===== config.mk =====
export PLATFORM = sky130hd
export DESIGN_NAME = aes128_core_arbiter_flat
export DESIGN_NICKNAME = d
export VERILOG_FILES = /design/src/rtl/aes128_core_arbiter_if.sv /design/src/rtl/aes128_core_arbiter.sv /design/src/flat_wrapper.sv
export SDC_FILE = /design/constraint.sdc
export NUM_CORES = 1
export LEC_CHECK = 0
export ABC_AREA = 0
export BUFFER_PORTS_ARGS = -buffer_cell sky130_fd_sc_hd__buf_2
export CORE_AREA = 2 2 604 606
export CTS_BUF_LIST = sky130_fd_sc_hd__clkbuf_2
export DETAILED_ROUTE_END_ITERATION = 8
export DIE_AREA = 0 0 606 608
export PLACE_DENSITY = 0.3
export SYNTH_ARGS = -nofsm -noshare
export SYNTH_HDL_FRONTEND = slang
export SYNTH_SLANG_ARGS = --single-unit
export TNS_END_PERCENT = 1

===== constraint.sdc =====
create_clock -name clk -period 5.4 [get_ports clk]
set_input_delay 0.81 -clock clk [delete_from_list [all_inputs] [get_ports clk]]
set_output_delay 0.81 -clock clk [all_outputs]
set_load 0.05 [all_outputs]

===== src/rtl/aes128_core_arbiter_if.sv =====
// Bus bundle between requesters, the shared AES-128 core and the response consumer.
// master: requester/consumer/core side, slave: aes128_core_arbiter.
interface aes128_core_arbiter_if #(
    parameter int unsigned NUM_REQ = 4,
    parameter int unsigned ID_W    = $clog2(NUM_REQ)
);
    logic [NUM_REQ-1:0]     req_valid;
    logic [NUM_REQ-1:0]     req_ready;
    logic [NUM_REQ*128-1:0] req_ptext;
    logic [NUM_REQ*128-1:0] req_key;
    logic [127:0]           core_ptext;
    logic [127:0]           core_key;
    logic [127:0]           core_ctext;
    logic                   resp_valid;
    logic                   resp_ready;
    logic [127:0]           resp_ctext;
    logic [ID_W-1:0]        resp_id;

    modport master (
        output req_valid, req_ptext, req_key, core_ctext, resp_ready,
        input  req_ready, core_ptext, core_key, resp_valid, resp_ctext, resp_id
    );

    modport slave (
        input  req_valid, req_ptext, req_key, core_ctext, resp_ready,
        output req_ready, core_ptext, core_key, resp_valid, resp_ctext, resp_id
    );
endinterface


===== src/rtl/aes128_core_arbiter.sv =====
// Round-robin sequencer sharing one combinational AES-128 core among NUM_REQ requesters.
// Define AES_ARB_ZEROIZE_EN to clear core inputs and response data once they are consumed.
module aes128_core_arbiter #(
    parameter int unsigned NUM_REQ  = 4,
    parameter int unsigned CORE_LAT = 2
) (
    input  logic                 clk,
    input  logic                 rst_n,
    aes128_core_arbiter_if.slave bus,
    output logic                 busy
);
    localparam int unsigned ID_W  = $clog2(NUM_REQ);
    localparam int unsigned CNT_W = (CORE_LAT > 1) ? $clog2(CORE_LAT) : 1;
    localparam int unsigned DW    = 128;

    typedef enum logic [1:0] {
        IDLE = 2'd0,
        RUN  = 2'd1,
        RESP = 2'd2
    } state_t;

    state_t            state;
    state_t            state_next;
    logic [ID_W-1:0]   last_grant;
    logic [ID_W-1:0]   cur_id;
    logic [ID_W-1:0]   grant_idx;
    logic              grant_found;
    logic [CNT_W-1:0]  cnt;
    int unsigned       scan_idx;
    logic [DW-1:0]     ptext_arr [NUM_REQ];
    logic [DW-1:0]     key_arr   [NUM_REQ];

    for (genvar g = 0; g < NUM_REQ; g++) begin : g_unpack
        assign ptext_arr[g] = bus.req_ptext[DW*g +: DW];
        assign key_arr[g]   = bus.req_key[DW*g +: DW];
    end

    // First valid requester found scanning upward from just past the previous winner
    always_comb begin
        grant_found = 1'b0;
        grant_idx   = '0;
        scan_idx    = 0;
        for (int unsigned k = 1; k <= NUM_REQ; k++) begin
            scan_idx = (32'(last_grant) + k) % NUM_REQ;
            if (!grant_found && bus.req_valid[ID_W'(scan_idx)]) begin
                grant_found = 1'b1;
                grant_idx   = ID_W'(scan_idx);
            end
        end
    end

    always_ff @(posedge clk) begin
        if (!rst_n) begin
            state <= IDLE;
        end else begin
            state <= state_next;
        end
    end

    always_comb begin
        state_next    = state;
        bus.req_ready = '0;
        case (state)
            IDLE: begin
                if (grant_found) begin
                    bus.req_ready = NUM_REQ'(1) << grant_idx;
                    state_next    = RUN;
                end
            end
            RUN: begin
                if (cnt == '0) begin
                    state_next = RESP;
                end
            end
            RESP: begin
                if (bus.resp_ready) begin
                    state_next = IDLE;
                end
            end
            default: state_next = IDLE;
        endcase
    end

    // Datapath: operand latch, settling counter, result capture and response hold
    always_ff @(posedge clk) begin
        if (!rst_n) begin
            busy           <= 1'b0;
            last_grant     <= ID_W'(NUM_REQ - 1);
            cur_id         <= '0;
            cnt            <= '0;
            bus.core_ptext <= '0;
            bus.core_key   <= '0;
            bus.resp_valid <= 1'b0;
            bus.resp_ctext <= '0;
            bus.resp_id    <= '0;
        end else begin
            busy <= (state_next != IDLE);
            case (state)
                IDLE: begin
                    if (grant_found) begin
                        bus.core_ptext <= ptext_arr[grant_idx];
                        bus.core_key   <= key_arr[grant_idx];
                        cur_id         <= grant_idx;
                        last_grant     <= grant_idx;
                        cnt            <= CNT_W'(CORE_LAT - 1);
                    end
                end
                RUN: begin
                    if (cnt == '0) begin
                        bus.resp_ctext <= bus.core_ctext;
                        bus.resp_id    <= cur_id;
                        bus.resp_valid <= 1'b1;
`ifdef AES_ARB_ZEROIZE_EN
                        bus.core_ptext <= '0;
                        bus.core_key   <= '0;
`endif
                    end else begin
                        cnt <= cnt - CNT_W'(1);
                    end
                end
                RESP: begin
                    if (bus.resp_ready) begin
                        bus.resp_valid <= 1'b0;
`ifdef AES_ARB_ZEROIZE_EN
                        bus.resp_ctext <= '0;
                        bus.resp_id    <= '0;
`else
                        bus.resp_ctext <= bus.resp_ctext;
                        bus.resp_id    <= bus.resp_id;
`endif
                    end
                end
                default: begin
                    bus.resp_valid <= 1'b0;
                end
            endcase
        end
    end
endmodule


===== src/flat_wrapper.sv =====
// flat-port wrapper written by rule: the top's interface ports become plain ports
module aes128_core_arbiter_flat 
#(
    parameter int unsigned NUM_REQ  = 4,
    parameter int unsigned CORE_LAT = 2
)
  (clk, rst_n, busy, bus_req_valid, bus_req_ptext, bus_req_key, bus_core_ctext, bus_resp_ready, bus_req_ready, bus_core_ptext, bus_core_key, bus_resp_valid, bus_resp_ctext, bus_resp_id);
  aes128_core_arbiter_if #(.NUM_REQ(NUM_REQ)) bus_i ();
  input  logic clk;
  input  logic rst_n;
  output logic busy;
  input wire logic [$bits(bus_i.req_valid)-1:0] bus_req_valid;
  input wire logic [$bits(bus_i.req_ptext)-1:0] bus_req_ptext;
  input wire logic [$bits(bus_i.req_key)-1:0] bus_req_key;
  input wire logic [$bits(bus_i.core_ctext)-1:0] bus_core_ctext;
  input wire logic [$bits(bus_i.resp_ready)-1:0] bus_resp_ready;
  output wire logic [$bits(bus_i.req_ready)-1:0] bus_req_ready;
  output wire logic [$bits(bus_i.core_ptext)-1:0] bus_core_ptext;
  output wire logic [$bits(bus_i.core_key)-1:0] bus_core_key;
  output wire logic [$bits(bus_i.resp_valid)-1:0] bus_resp_valid;
  output wire logic [$bits(bus_i.resp_ctext)-1:0] bus_resp_ctext;
  output wire logic [$bits(bus_i.resp_id)-1:0] bus_resp_id;
  assign bus_i.req_valid = bus_req_valid;
  assign bus_i.req_ptext = bus_req_ptext;
  assign bus_i.req_key = bus_req_key;
  assign bus_i.core_ctext = bus_core_ctext;
  assign bus_i.resp_ready = bus_resp_ready;
  assign bus_req_ready = bus_i.req_ready;
  assign bus_core_ptext = bus_i.core_ptext;
  assign bus_core_key = bus_i.core_key;
  assign bus_resp_valid = bus_i.resp_valid;
  assign bus_resp_ctext = bus_i.resp_ctext;
  assign bus_resp_id = bus_i.resp_id;
  aes128_core_arbiter #(.NUM_REQ(NUM_REQ), .CORE_LAT(CORE_LAT)) u_core (.clk(clk), .rst_n(rst_n), .bus(bus_i), .busy(busy));
endmodule

==> impl_metrics.toml, run 1 <==
[outcome]
status = "finished, final reports clean"

[clock_network]
numCtsBuffers = 155
clk_pin_slew_ns = 0.10
clkLatencyLatePin_ns = 1.68
cts_max_level = 4
clock_path_buffers = 4
cts_tree = "yes"
cts_resized = 0
cts_root_buffer = "clkbuf_2"
cts_setup_buffers = 0
clock-sinks = 395

[sta]
max_freq_mhz = 210
max_slew_margin = 0.273
hold_slack_ns = 0.313
fin_ws_ns = 0.647
rsz0062_at_grt = "no"
finalSetupViolCount = 0
fin_crit_ns = 4.75
skew_ns = 0.208
finalHoldViolations = 0
post-route-period-util = 0.880
tns_ns = 0
worstMarginPinSlew_ns = 1.09
final_max_slew_viol_count = 0

[critical_path]
setup.worst_path.end_class = "primary output"
worst_setup_path_start_kind = "flip-flop"
worstReg2RegStart = "u_core.last_grant[0]"
cp_top_family = "simple AND/OR/NAND/NOR gates"
worstPathRequired_ns = 4.59
crit_arrival_ns = 3.94
crit_buf_inv = 1
rrSetupSlack_ns = 0.96
slowest_stage = "o221a_4"
crit_type = "reg -> out"
crit_fanout = 43
r2r_end = "u_core.bus.core_ptext[116]"
reg2regPathDepth = 9
worstPathCellList = "and2b_1 -> o221a_4 -> nand2_4 -> nor2_1 -> buf_2"
critical_path.max_stage_delay_ns = 0.61

[detailed_routing]
drc = 0
drtAntennaViolNets = 0
wl_microns = 313000
num_vias = 37700
drt-wirelength-per-cell_microns = 28.5
viasPerCell = 3.43
first_pass_iters = 5
first_iter_violations = 2291

[synth]
syn_nets = 3828
synthCells = 2669
synth_area_per_cell_sq_um = 8.14
ys_async_sr_fraction = 0
synth_flop_cell = "dfxtp_1"
yosys_register_bits = 395
syn-cell-area_sq_um = 21700
ys_seq_area_frac = 0.364
synth_edf_count = 0
synth_cell_type_count = 30
yosys_warnings = 0

[global_routing]
grt_max_degree = 115
grt_antenna_before_repair = 286
overflow = 0
grt_pass1_vias = 39000
grt_pass1_wl_microns = 395000
grtUsageTotal = 0.163

[min_path]
holdPathStages = 4
hold_start = "bus_req_key[358]"
hp-class = "in -> reg"
hold_end = "u_core.bus.core_key[102]"

[floorplan]
die_area_sq_um = 368000
rows = 221
die_w_microns = 606
ios = 1551
core_area_sq_um = 362000
initial_core_util = 0.0601
die_h_microns = 608

[power_and_ir_drop]
leakage_nw = 24.3
power_frac_comb = 0.542
swShare = 0.494
p_switching_mw = 7.49
pwr-share-clk = 0.213
p_int_mw = 7.68
peakVddDrop_mv = 0.146
powerDensity_nw_per_um2 = 276
pwr-share-seq = 0.245

[finish]
num-fill-cells = 41700
final_layout_size_suffix_gt1_frac = 0.314
utilization = 0.152
nNetsFinal = 7119
multiInputGateArea_sq_um = 12000
ff_latch_area_sq_um = 7910
area_growth_pct = 153

[place]
place.gp.congestion = 0.973
post-place-ws_ns = 1.43
port_buffers = 1550
dp_hpwl_microns = 255000

[job]
drv_cap = 0
-- cell type report --
type,count,area share
timing repair buffer,3432,0.486
multi-input combinational,1805,0.219
sequential,395,0.144
tap,4794,0.109
clock buffer,223,0.0203
inverter,171,0.0117
antenna,135,0.00615
clock inverter,32,0.00362
-- per-stage QoR --
stage | power [mW] | instance area (sq um) | instances
final | 15.2 | 54900 | 11000
after global routing | 16.0 | 54700 | 10900
after CTS | 15.5 | 54600 | 10900
after detailed placement | 10.1 | 35300 | 8800
after global placement | 10.1 | 35300 | 8800
after floorplan | 7.11 | 21700 | 2669
-- cell usage after synthesis, types with 2 or more instances --
cell	count	share of area
buf_2	54	0.012
clkbuf_1	216	0.037
or2_2	3	0.00086
nand2b_1	5	0.0014
dfxtp_1	395	0.36
a211oi_1	502	0.17
nor2b_1	173	0.050
mux2i_1	170	0.078
buf_1	9	0.0016
o21ai_0	174	0.040
nor2_1	12	0.0021
a211oi_2	10	0.0058
o31ai_1	86	0.030
a31oi_1	170	0.049
o221a_2	2	0.0010
buf_4	10	0.0035
nand3_1	88	0.020
buf_6	10	0.0052
nand2_1	266	0.046
nor3_1	2	0.00046
inv_1	171	0.030
a21boi_0	133	0.046
-- worst max path at each step --
stage	end	slack, ns	from	cells after the start
after global routing	bus_req_ready[0]	0.20	u_core.last_grant[0]	6
after CTS	bus_req_ready[0]	0.12	u_core.last_grant[0]	6
after detailed placement	bus_req_ready[0]	1.43	bus_req_valid[3]	7
after floorplan	bus_req_ready[0]	1.98	bus_req_valid[3]	7
final	bus_req_ready[3]	0.65	u_core.last_grant[0]	5
after global placement	bus_req_ready[0]	1.40	bus_req_valid[3]	7
-- tightest hold or removal path, stage by stage --
cell	delay, ns
buf_2	0.20
a211oi_2	0.14
a211oi_1	0.24
dlygate4sd3_1	0.57
-- per-layer routing --
| layer | share of wire | global-route usage | routed length (microns) |
|---|---|---|---|
| met2 | 0.44 | 0.258 | 138000 |
| met4 | 0.064 | 0.0858 | 19900 |
| met1 | 0.39 | 0.186 | 123000 |
| met3 | 0.098 | 0.0663 | 30700 |
| met5 | 0.0032 | 0 | 1000 |
-- kinds of logic (layout without fill, tap and decap cells) --
family                 Yosys count  count (layout)  synth area share
other                            0             135                 0
AOI/OAI and AO/OA             1081            1081             0.346
buffers and inverters          470            3858            0.0895
and+or+nand+nor                553             554             0.122
muxes                          170             170            0.0783
DFF                            395             395             0.364
-- cells in the final DEF, fill, tap and decap left out, drive strengths merged, types with 2 or more instances in the layout --
| cell type | synthesis | layout |
|---|---|---|
| mux2i | 170 | 170 |
| dlygate4sd3 | 0 | 1796 |
| diode | 0 | 135 |
| nor2b | 173 | 173 |
| a21boi | 133 | 133 |
| clkinv | 0 | 24 |
| o21ai | 176 | 176 |
| nand2 | 266 | 266 |
| bufinv | 0 | 2 |
| nor3 | 2 | 2 |
| inv | 171 | 174 |
| or2 | 3 | 3 |
| a31oi | 170 | 170 |
| clkbuf | 216 | 223 |
| o221a | 2 | 2 |
| dfxtp | 395 | 395 |
| nand3 | 88 | 89 |
| buf | 83 | 1636 |
| a211oi | 512 | 512 |
| nand2b | 5 | 5 |
| nor2 | 13 | 13 |
| clkinvlp | 0 | 3 |
| o31ai | 86 | 86 |
-- repair_timing --
| item | in CTS | in global routing |
|---|---|---|
| hold buffers | 1796 | 0 |
| setup endpoints to repair | 1 | 0 |
| hold endpoints to repair | 394 | 0 |
-- flip-flops by register name, summed over array words and instances, names as in the netlist --
signal / flops
u_core.cur_id: 2
u_core.cnt: 1
u_core.last_grant: 2
u_core.state: 2
u_core.bus.core_ptext: 128
u_core.bus.core_key: 128
u_core.busy: 1
u_core.bus.resp_valid: 1
u_core.bus.resp_id: 2
u_core.bus.resp_ctext: 128
-- power by group through the flow --
stage	clock network, mW	logic, mW	registers [mW]
after floorplan	0	1.87	5.24
after global placement	0	6.28	3.77
after detailed placement	0	6.28	3.77
after CTS	3.50	8.25	3.71
after global routing	3.58	8.63	3.76
final	3.24	8.23	3.72
(Power assumes the default switching activity.)
==> run 2: changes to the inputs <==
==> constraint.sdc (replaced) <==
create_clock -name clk -period 5.4 [get_ports clk]
set_input_delay 0 -clock clk [delete_from_list [all_inputs] [get_ports clk]]
set_output_delay 0 -clock clk [all_outputs]
set_load 0.05 [all_outputs]
==> run 2 against run 1 <==
Effect of this change: the flow now stops in clock tree synthesis (4_1_cts); synthesized cell count unchanged; synthesized area stayed put.
==> impl_metrics.toml, run 2 <==
[synth]
ys_seq_area_frac = 0.364
synth.most_common_cell = "a211oi_1"
synth_area_per_cell_sq_um = 8.14
syn-cell-area_sq_um = 21700
synth_flop_cell = "dfxtp_1"
yosys_register_bits = 395
synthCells = 2669
ys_async_sr_fraction = 0
synth_cell_type_count = 30
yosys.area.top_type = "dfxtp_1"
yosys_warnings = 0
synth_top_area_frac = 0.364
synth_edf_count = 0
synthTopCellsByCount = "a211oi_1 (502), dfxtp_1 (395), nand2_1 (266)"
syn_nets = 3828
ys_top_cells_by_area = "dfxtp_1 (36%), a211oi_1 (17%), mux2i_1 (7.8%), nor2b_1 (5.0%), a31oi_1 (4.9%)"

[floorplan]
rows = 221
initial_core_util = 0.0601
ios = 1551
die_w_microns = 606
die_h_microns = 608

[clock_network]
cts_resized = 0
ctsHoldBuffers = 1810
cts_root_buffer = "clkbuf_2"
cts_max_level = 4
clock_path_buffers = 4
numCtsBuffers = 152
clock-sinks = 395
cts_setup_buffers = 0

[outcome]
stop_error = "[ERROR RSZ-0060] Max buffer count reached."
status = "aborted with a tool error"
lastStage = "clock tree synthesis (4_1_cts)"

[place]
dp_hpwl_microns = 251000
port_buffers = 1550
place.gp.congestion = 0.975
run 2: cell counts after synthesis:
No cell type changed its count.
run 2: cells by family after synthesis:
group           after synthesis  synth area share
flops                       395             0.364
buf+inv                     470            0.0895
simple gates                553             0.122
compound gates             1081             0.346
mux                         170            0.0783
run 2: stage by stage:
stage	std cells	area (sq um)	hold slack, ns	setup WS, ns	util
floorplan	2669	21700	0.145	3.26	-
global placement	8790	35100	0.270	0.845	0.0971
detailed placement	8793	35100	0.268	1.86	0.0972
==> run 3: changes to the inputs <==
CORE_AREA = 2 2 599 601   (was 2 2 604 606)
CTS_BUF_LIST = not set   (was sky130_fd_sc_hd__clkbuf_2)
DIE_AREA = 0 0 601 603   (was 0 0 606 608)
PLACE_DENSITY = not set   (was 0.3)
PLACE_DENSITY_LB_ADDON = 0.15   (was not set)
==> run 3 against run 2 <==
Effect of this change: the flow now finishes without violations.
==> impl_metrics.toml, run 3 (synthesis results as in run 1) <==
[outcome]
status = "finished, final reports clean"

[floorplan]
die_h_microns = 603
die_area_sq_um = 362000
ios = 1551
core_area_sq_um = 355000
die_w_microns = 601
rows = 219
initial_core_util = 0.0612

[critical_path]
worst_setup_path_start_kind = "flip-flop"
crit_fanout = 81
crit_arrival_ns = 5.20
setup.worst_path.end_class = "flip-flop"
worstPathCellList = "and2b_1 -> o221a_4 -> buf_4 -> buf_4 -> nor2b_1 -> a211oi_1 -> dlygate4sd3_1 -> o31ai_1 -> dlygate4sd3_1"
critical_path.max_stage_delay_ns = 0.75
worstPathRequired_ns = 6.04
crit_type = "reg -> reg"
slowest_stage = "buf_4"

[global_routing]
grt_pass1_wl_microns = 362000
overflow = 0
grt_antenna_before_repair = 306
grt_max_degree = 159
grtUsageTotal = 0.152
grt_pass1_vias = 34000

[finish]
final_cell_mix = "buf_2 (1549), dlygate4sd3_1 (978), a211oi_1 (499)"
nNetsFinal = 6192
utilization = 0.133
layout.cells.most_common = "buf_2"
final_layout_size_suffix_gt1_frac = 0.344
top_regs = "u_core.bus.core_key: 128 flops, u_core.bus.core_ptext: 128 flops, u_core.bus.resp_ctext: 128 flops"
area_growth_pct = 118
num-fill-cells = 41300

[place]
post-place-ws_ns = 1.87
place.gp.congestion = 0.882
port_buffers = 1550
dp_hpwl_microns = 235000

[power_and_ir_drop]
peakVddDrop_mv = 0.194
powerDensity_nw_per_um2 = 339
leakage_nw = 20.4
p_total_mw = 16.1

[clock_network]
cts_tree = "yes"
cts_root_buffer = "clkbuf_16"
clock-sinks = 395
clkLatencyLatePin_ns = 0.82
clock_path_buffers = 4
clk_pin_slew_ns = 0.06
cts_max_level = 3
numCtsBuffers = 77

[min_path]
hp-class = "in -> reg"

[detailed_routing]
drtAntennaViolNets = 0
first_pass_iters = 7
viasPerCell = 3.30
num_vias = 32700
wl_microns = 286000
drc = 0
first_iter_violations = 1770
drt-wirelength-per-cell_microns = 28.8

[sta]
skew_ns = 0.0745
post-route-period-util = 0.845
tns_ns = 0
worstMarginPinSlew_ns = 1.30
fin_crit_ns = 4.56
max_slew_margin = 0.136
final_max_slew_viol_count = 0
finalHoldViolations = 0
finalSetupViolCount = 0
fin_ws_ns = 0.839
max_freq_mhz = 219
rsz0062_at_grt = "no"

[job]
drv_cap = 0
[run 3: area by class of cell]
| cell class | count | area, sq um | area share |
|---|---|---|---|
| well taps | 4751 | 5940 | 0.125 |
| clock buffers | 104 | 2140 | 0.0451 |
| flip-flops and latches | 395 | 7910 | 0.167 |
| repair buffers | 2584 | 18200 | 0.384 |
| inverters | 171 | 642 | 0.0135 |
| diodes | 94 | 235 | 0.00496 |
| clock inverters | 26 | 345 | 0.00728 |
| multi-input cells | 1804 | 12000 | 0.253 |
[run 3: worst paths after layout]
| kind | from | endpoint | slack [ns] | cells after the start |
|---|---|---|---|---|
| worst max-delay path | u_core.last_grant[0] | u_core.bus.core_key[48] | 0.84 | 9 |
| worst max register to register | u_core.last_grant[0] | u_core.bus.core_key[48] | 0.84 | 9 |
| worst min-delay path | bus_core_ctext[85] | u_core.bus.resp_ctext[85] | 0.09 | 4 |
| worst min register to register | u_core.bus.resp_valid | u_core.bus.resp_valid | 0.46 | 2 |
[run 3: power by group]
group          leakage (nW)  switching, mW  total, mW  internal (mW)
Combinational          16.0           4.76       7.22           2.47
Clock                  1.21           2.09       5.19           3.10
Sequential             3.26          0.290       3.68           3.39
[run 3: through the flow]
| step | hold WS (ns) | instances | area [sq um] |
|---|---|---|---|
| 2_1_floorplan | 0.145 | 2669 | 21700 |
| 5_1_grt | 0.0539 | 9873 | 47300 |
| 6_report | 0.0931 | 9929 | 47400 |
| 3_3_place_gp | 0.263 | 8727 | 34900 |
| 4_1_cts | 0.00221 | 9835 | 47200 |
| 3_5_place_dp | 0.266 | 8727 | 34900 |
[run 3: worst max-delay path, delay by kind of cell, from the launching register on]
kind / cells / cell delay [ns]
buffers and inverters: 4 / 2.55
AOI/OAI and AO/OA: 3 / 0.98
and+or+nand+nor: 2 / 0.39
DFF: 1 / 0.32
[run 3: what timing repair did]
action	4_1_cts	5_1_grt
hold buffers	978	0
buffers inserted	0	0
resized for setup	0	0
endpoints found under the hold margin	391	0
[run 3: per-layer routing]
| metal | wire [microns] | track usage | up-vias |
|---|---|---|---|
| met5 | 1010 | 0 | - |
| li1 | - | - | 14600 |
| met2 | 140000 | 0.267 | 1491 |
| met1 | 109000 | 0.167 | 15800 |
| met4 | 11600 | 0.0515 | 154 |
| met3 | 24500 | 0.0559 | 641 |
